[config.mk]
export PLATFORM = sky130hd
export DESIGN_NAME = div_sched
export DESIGN_NICKNAME = d
export VERILOG_FILES = /design/src/rtl/div_sched.sv
export SDC_FILE = /design/constraint.sdc
export NUM_CORES = 1
export LEC_CHECK = 0
export CORE_MARGIN = 10
export CORE_UTILIZATION = 34
export CTS_CLUSTER_SIZE = 10
export DETAILED_ROUTE_END_ITERATION = 10
export GPL_TIMING_DRIVEN = 0
export PLACE_DENSITY = 0.76
export SLEW_MARGIN = 15
export SYNTH_ARGS = -nofsm -noshare
export SYNTH_HDL_FRONTEND = slang
export SYNTH_SLANG_ARGS = --single-unit
[constraint.sdc]
create_clock -name clk -period 1.4 [get_ports clk]
set_clock_uncertainty 0.15 [all_clocks]
set_input_delay 0.28 -clock clk [delete_from_list [all_inputs] [get_ports clk]]
set_output_delay 0.28 -clock clk [all_outputs]
set_load 0.005 [all_outputs]
[src/rtl/div_sched.sv]
// HI/LO owner and sequencer for the shared iterative divider.
// Optional macro DIV_ZERO_SKIP_EN: a zero divisor finishes early through the ZERO state.
module div_sched (
    input  logic        clk,
    input  logic        resetn,
    input  logic        req_valid,
    output logic        req_ready,
    input  logic        req_signed,
    input  logic [31:0] req_x,
    input  logic [31:0] req_y,
    input  logic        flush,
    output logic        busy,
    output logic        done,
    input  logic        mthi,
    input  logic        mtlo,
    input  logic [31:0] mt_data,
    output logic [31:0] hi,
    output logic [31:0] lo,
    output logic        div_en,
    output logic        div_signed_o,
    output logic [31:0] div_x,
    output logic [31:0] div_y,
    input  logic [31:0] div_s,
    input  logic [31:0] div_r,
    input  logic        div_complete
);

    localparam logic [1:0] IDLE = 2'd0;
    localparam logic [1:0] RUN  = 2'd1;
    localparam logic [1:0] ZERO = 2'd2;

    logic [1:0]  state_q, state_d;
    logic [31:0] x_q, x_d, y_q, y_d;
    logic        sgn_q, sgn_d;
    logic [31:0] hi_q, hi_d, lo_q, lo_d;
    logic        div_en_q, done_q;
    logic        fire, commit;
    logic [31:0] commitHi, commitLo;

    // The divider corrects signs from x/y at its output, so its operands must
    // come from the latched copies and stay put until the commit.
    always_comb begin
        fire     = req_valid & (state_q == IDLE) & ~flush;
        state_d  = state_q;
        x_d      = x_q;
        y_d      = y_q;
        sgn_d    = sgn_q;
        commit   = 1'b0;
        commitHi = hi_q;
        commitLo = lo_q;
        case (state_q)
            IDLE: begin
                if (fire) begin
                    x_d   = req_x;
                    y_d   = req_y;
                    sgn_d = req_signed;
`ifdef DIV_ZERO_SKIP_EN
                    state_d = (req_y == 32'd0) ? ZERO : RUN;
`else
                    state_d = RUN;
`endif
                end
            end
            RUN: begin
                if (flush) begin
                    state_d = IDLE;
                end else if (div_complete) begin
                    commit   = 1'b1;
                    commitHi = div_r;
                    commitLo = div_s;
                    state_d  = IDLE;
                end
            end
`ifdef DIV_ZERO_SKIP_EN
            ZERO: begin
                // A flush kills this shortcut just like a running divide.
                if (!flush) begin
                    commit   = 1'b1;
                    commitHi = x_q;
                    commitLo = 32'hFFFF_FFFF;
                end
                state_d = IDLE;
            end
`endif
            default: state_d = IDLE;
        endcase
    end

    // A divide commit wins over a same-cycle MTHI/MTLO, which is then lost.
    always_comb begin
        hi_d = hi_q;
        lo_d = lo_q;
        if (commit) begin
            hi_d = commitHi;
            lo_d = commitLo;
        end else begin
            if (mthi) hi_d = mt_data;
            if (mtlo) lo_d = mt_data;
        end
    end

    // div_en follows the next state so it falls right after complete and the
    // divider counter clears before it can wrap.
    always_ff @(posedge clk) begin
        if (!resetn) begin
            state_q  <= IDLE;
            x_q      <= 32'd0;
            y_q      <= 32'd0;
            sgn_q    <= 1'b0;
            hi_q     <= 32'd0;
            lo_q     <= 32'd0;
            div_en_q <= 1'b0;
            done_q   <= 1'b0;
        end else begin
            state_q  <= state_d;
            x_q      <= x_d;
            y_q      <= y_d;
            sgn_q    <= sgn_d;
            hi_q     <= hi_d;
            lo_q     <= lo_d;
            div_en_q <= (state_d == RUN);
            done_q   <= commit;
        end
    end

    assign req_ready    = (state_q == IDLE);
    assign busy         = (state_q != IDLE);
    assign done         = done_q;
    assign hi           = hi_q;
    assign lo           = lo_q;
    assign div_en       = div_en_q;
    assign div_signed_o = sgn_q;
    assign div_x        = x_q;
    assign div_y        = y_q;

endmodule

==> results.py, run 1 <==
metrics = {
    "job": {
        "maxCapViolations": 0,
    },
    "synth": {
        "netlist_area_um2": 5130,
        "synth.yosys.seq_area_share": 0.519,
        "ys_ff_latch": 133,
        "synthCells": 582,
        "syn_nets": 750,
        "yosys_warnings": 0,
        "syn_avg_cell_area_um2": 8.81,
        "synth.distinct_cells": 18,
    },
    "pwr": {
        "ir_worst_vdd_mv": 0.717,
        "seqPwrFrac": 0.418,
        "leakage_nw": 3.77,
        "power_density_nw_per_um2": 1100,
        "switchingPower_mw": 2.42,
        "combPwrFrac": 0.136,
        "p_int_mw": 7.34,
        "p_sw_frac": 0.248,
        "p_clk_frac": 0.445,
    },
    "floorplan": {
        "fp-row-count": 44,
        "initial_utilization": 0.350,
        "die_h_um": 143,
        "coreArea_um2": 14600,
        "io_pins": 301,
        "dieArea_um2": 20400,
        "die_w_um": 143,
    },
    "detailed_routing": {
        "dr.pass1.iters": 4,
        "first_iter_violations": 183,
        "wirelength_um": 21900,
        "vias": 5392,
        "ant_nets": 0,
        "wire_per_inst_um": 19.9,
        "via_per_inst": 4.88,
        "drc": 0,
    },
    "finish": {
        "fillers": 1356,
        "final_nets": 1074,
        "final_core_util": 0.605,
        "layout_common_cells": "164 x clkdlybuf4s50_1, 122 x nand2_1, 91 x buf_2",
        "syn2layout_area_growth_pct": 72.9,
        "drive_above_1_share": 0.339,
        "final_common_cell": "clkdlybuf4s50_1",
    },
    "timing": {
        "finalCriticalPeriod_ps": 1640,
        "rsz0062_at_grt": "true",
        "relSlewSlack": 0.549,
        "report.final.slew_viol_count": 0,
        "fmax_mhz": 608,
        "whs_ps": 176,
        "worst_pin_slew_ps": 676,
        "fin_crit_sh": 1.17,
        "finalSetupViolations": 126,
        "final-hold-violation-count": 0,
        "postLayoutSetupSlackWorst_ps": -245,
    },
    "worst_setup_path": {
        "crit_arrival_ps": 1770,
        "end_kind": "register",
        "crit_fanout": 10,
        "worst-setup-path-type": "register to register",
        "crit_path_start_kind": "register",
        "required_ps": 1520,
    },
    "placed_design": {
        "dp_worst_setup_slack_ps": -1000,
        "io_buffers": 298,
        "dp_hpwl_um": 16800,
        "globalplace.congestion": 0.790,
    },
    "global_route": {
        "grt_max_degree": 17,
        "grt.total_usage": 0.203,
        "grt_antenna_before_repair": 2,
        "grt_pass1_wl_um": 32000,
        "grt_overflow": 0,
        "grt_pass1_vias": 5535,
    },
    "status": {
        "violations": "setup timing",
        "outcome": "finished, violations left",
    },
    "clocking": {
        "cts_buffer_depth": 2,
        "root_buffer": "clkbuf_16",
        "cts_tree": "done",
        "h-tree-depth": 4,
        "insertion_delay_ps": 410,
        "numCtsBuffers": 17,
        "clkSinkCount": 133,
        "clk_pin_slew_ps": 60,
        "hold_buffers": 0,
    },
    "min_path": {
        "hold_path_class": "input port to register",
    },
}
## state kept, by name, summed over array words and instances (netlist names)
| signal | cells |
|---|---|
| lo | 32 |
| state_q | 2 |
| div_x | 32 |
| div_signed_o | 1 |
| done | 1 |
| hi | 32 |
| div_y | 32 |
| div_en | 1 |
## critical path, stage by stage, from the launching register on
cell	delay, ps
dfxtp_4	360
or4b_4	560
buf_8	170
buf_6	140
nand2_1	70
a21oi_1	60
## Yosys cell counts
library cell,count,share of area
a21oi_1,65,0.063
o21ai_0,1,0.00097
conb_1,1,0.00073
mux2i_1,64,0.12
nand2_1,131,0.096
inv_1,1,0.00073
buf_2,25,0.024
nor4b_1,1,0.0017
nor4_1,2,0.0024
clkinv_1,1,0.00073
or4b_1,1,0.0020
dfxtp_1,133,0.52
or2_2,1,0.0012
nor2_1,65,0.048
nand4bb_1,1,0.0022
a211oi_1,64,0.094
buf_1,3,0.0022
clkbuf_1,22,0.016
## final timing paths
kind         cells after the start  slack, ps              startpoint                     end
max                              5       -240   state_q[1]$_SDFF_PN0_  div_x[24]$_SDFFE_PN0P_
min                              2        180                   flush   state_q[0]$_SDFF_PN0_
min reg2reg                      2        300  div_y[10]$_SDFFE_PN0P_  div_y[10]$_SDFFE_PN0P_
max reg2reg                      5       -240   state_q[1]$_SDFF_PN0_  div_x[24]$_SDFFE_PN0P_
## final cells by class
class	instances	area (um^2)	area share
Sequential cell	133	2760	0.312
Timing Repair Buffer	305	2560	0.288
Tap cell	184	230	0.0260
Inverter	2	7.51	0.000847
Antenna cell	1	2.50	0.000282
Clock inverter	13	123	0.0138
Multi-Input combinational cell	397	2380	0.268
Clock buffer	19	453	0.0511
Buffer	50	354	0.0399
## metrics by stage
step                power [mW]  setup TNS (ps)  area [um^2]  instances
floorplan                 4.56           -4660         5170        582
global placement          5.55         -106520         8390       1064
detailed placement        5.56         -109250         8390       1064
CTS                       9.82          -19770         9010       1098
global route              10.1          -29810         8870       1104
finish                    9.76          -20810         8870       1104
## cells by family after synthesis
group	after synthesis	synth area share
and+or+nand+nor	202	0.153
AOI/OAI and AO/OA	130	0.158
muxes	64	0.125
DFF	133	0.519
buffers and inverters	52	0.0442
other	1	0.000731
## power groups by stage
| stage | clock [mW] | sequential [mW] | combinational, mW |
|---|---|---|---|
| 2_1_floorplan | 0 | 4.15 | 0.412 |
| 5_1_grt | 4.60 | 4.10 | 1.44 |
| 4_1_cts | 4.39 | 4.08 | 1.35 |
| 3_3_place_gp | 0 | 4.14 | 1.41 |
| 3_5_place_dp | 0 | 4.14 | 1.42 |
| 6_report | 4.35 | 4.08 | 1.33 |
## repair_timing
item	4_1_cts	5_1_grt
hold endpoints to repair	0	0
gates cloned	0	2
setup endpoints to repair	265	217
resized for setup	513	125
pin swaps	2	12
setup buffers	2	3
## per-layer routing
layer,up-vias,routed length (um),global-route usage,part of all wire
met2,256,10200,0.335,0.47
met4,2,388,0.0684,0.018
met3,28,3100,0.131,0.14
met1,2459,8180,0.205,0.37
met5,-,13,0,0.00059
li1,2647,-,-,-
Note: power is estimated with default switching activity, not from simulation.
==> inputs of run 2 (changes only) <==
Settings changed: SLEW_MARGIN 15 to default.
==> results of run 2 <==
No change in the layout: final DEF, timing and power equal those of run 1.
==> inputs of run 3 (changes only) <==
Settings changed: PLACE_DENSITY 0.76 to 0.88.
==> run 3 against run 2 <==
  * The flow still finishes with violations (setup timing)
  * Critical path type unchanged
  * Sequential power hardly changed
  * Cell area is 18% higher
  * Largest cell class unchanged
  * Highest routed layer is now met4
  * Routed wire length is 20% higher
  * Total power is 8.2% higher
  * Via count is 9.4% higher
  * Critical endpoint is now div_x[22]$_SDFFE_PN0P_
  * Hold slack worse by 18 ps
  * Non-clock buffer count is 27 higher
==> results.py, run 3 (same netlist as run 1, synthesis figures left out) <==
metrics = {
    "pwr": {
        "power_density_nw_per_um2": 1010,
        "ir_worst_vdd_mv": 0.724,
        "finalPower_mw": 10.6,
        "leakage_nw": 4.27,
    },
    "timing": {
        "fin_crit_sh": 1.23,
        "rsz0062_at_grt": "true",
        "finalCriticalPeriod_ps": 1720,
        "postLayoutSetupSlackWorst_ps": -315,
        "finalSetupViolations": 132,
        "tns_ps": -24370,
        "relSlewSlack": 0.481,
        "report.final.slew_viol_count": 0,
        "worst_pin_slew_ps": 779,
        "final-hold-violation-count": 0,
        "fmax_mhz": 583,
        "whs_ps": 158,
    },
    "floorplan": {
        "dieArea_um2": 20400,
        "coreArea_um2": 14600,
        "die_h_um": 143,
        "initial_utilization": 0.350,
        "fp-row-count": 44,
        "io_pins": 301,
        "die_w_um": 143,
    },
    "clocking": {
        "clk_pin_slew_ps": 60,
        "insertion_delay_ps": 410,
        "cts_buffer_depth": 2,
        "root_buffer": "clkbuf_16",
        "cts_tree": "done",
        "numCtsBuffers": 17,
        "h-tree-depth": 4,
        "clkSinkCount": 133,
    },
    "global_route": {
        "grt_overflow": 0,
        "grt_max_degree": 17,
        "grt.total_usage": 0.236,
        "grt_pass1_vias": 6333,
        "grt_pass1_wl_um": 37100,
        "grt_antenna_before_repair": 0,
    },
    "finish": {
        "final_nets": 1101,
        "drive_above_1_share": 0.541,
        "final_common_cell": "clkdlybuf4s50_1",
        "layout_common_cells": "164 x clkdlybuf4s50_1, 109 x buf_2, 98 x nand2_1, 98 x dfxtp_2, 64 x mux2i_1",
        "diodes": 0,
        "syn2layout_area_growth_pct": 103,
    },
    "detailed_routing": {
        "vias": 5899,
        "dr.pass1.iters": 5,
        "first_iter_violations": 218,
        "via_per_inst": 5.22,
        "ant_nets": 0,
        "drc": 0,
        "wirelength_um": 26200,
        "wire_per_inst_um": 23.2,
    },
    "job": {
        "maxCapViolations": 0,
    },
    "worst_setup_path": {
        "crit_path_start_kind": "register",
        "crit_fanout": 10,
        "crit_chain": "or4b_4 -> buf_12 -> buf_6 -> nand2_1 -> a21oi_1",
        "slowest_stage": "or4b_4",
        "crit_path_max_incr_delay_ps": 560,
        "worst-setup-path-type": "register to register",
        "required_ps": 1530,
        "crit_arrival_ps": 1840,
        "end_kind": "register",
    },
    "status": {
        "outcome": "finished, violations left",
        "violations": "setup timing",
    },
    "placed_design": {
        "globalplace.congestion": 0.874,
        "dp_hpwl_um": 17100,
        "io_buffers": 298,
    },
    "min_path": {
        "hold_path_class": "input port to register",
    },
}
-- run 3: repair_timing --
item	4_1_cts	5_1_grt
hold endpoints to repair	0	0
hold buffers	0	0
setup buffers	8	14
setup endpoints to repair	265	207
resized for setup	774	185
cloned	11	5
pin swaps	3	28
-- run 3: path summary, 6_finish.rpt --
check                           end                    from  slack [ps]  depth (start not counted)
max          div_x[22]$_SDFFE_PN0P_   state_q[1]$_SDFF_PN0_        -320                          5
max reg2reg  div_x[22]$_SDFFE_PN0P_   state_q[1]$_SDFF_PN0_        -320                          5
min           state_q[0]$_SDFF_PN0_                   flush         160                          2
min reg2reg  div_x[27]$_SDFFE_PN0P_  div_x[27]$_SDFFE_PN0P_         300                          2
-- run 3: area by class of cell --
cell class / count / area [um^2]
clock buffer: 18 / 439
timing repair buffer: 334 / 3030
fill: 998 / 4210
clock inverter: 14 / 199
buffer: 48 / 508
sequential: 133 / 2790
tap: 184 / 230
inverter: 2 / 8.76
multi-input combinational: 397 / 3230
-- run 3: worst max-delay path, delay by kind of cell (launching register included) --
kind	cells	cell delay (ps)
DFF	1	360
buffers and inverters	2	320
and+or+nand+nor	2	660
AOI/OAI and AO/OA	1	90
-- run 3: metrics by stage --
| step | util | area, um^2 | worst slack, ps | std cells |
|---|---|---|---|---|
| 2_1_floorplan | - | 5170 | -95.9 | 582 |
| 3_3_place_gp | 0.573 | 8390 | -966 | 1064 |
| 3_5_place_dp | 0.573 | 8390 | -976 | 1064 |
| 4_1_cts | 0.700 | 10300 | -241 | 1115 |
| 5_1_grt | 0.713 | 10400 | -365 | 1130 |
| 6_report | 0.713 | 10400 | -315 | 1130 |
-- run 3: routing by layer --
layer	GRT usage	wire length [um]
met5	0	0
met4	0.109	798
met3	0.107	2780
met2	0.420	13400
met1	0.230	9250
-- run 3: power by group --
group	internal, mW	switching [mW]
Clock	3.05	1.82
Sequential	3.99	0.114
Combinational	0.890	0.696
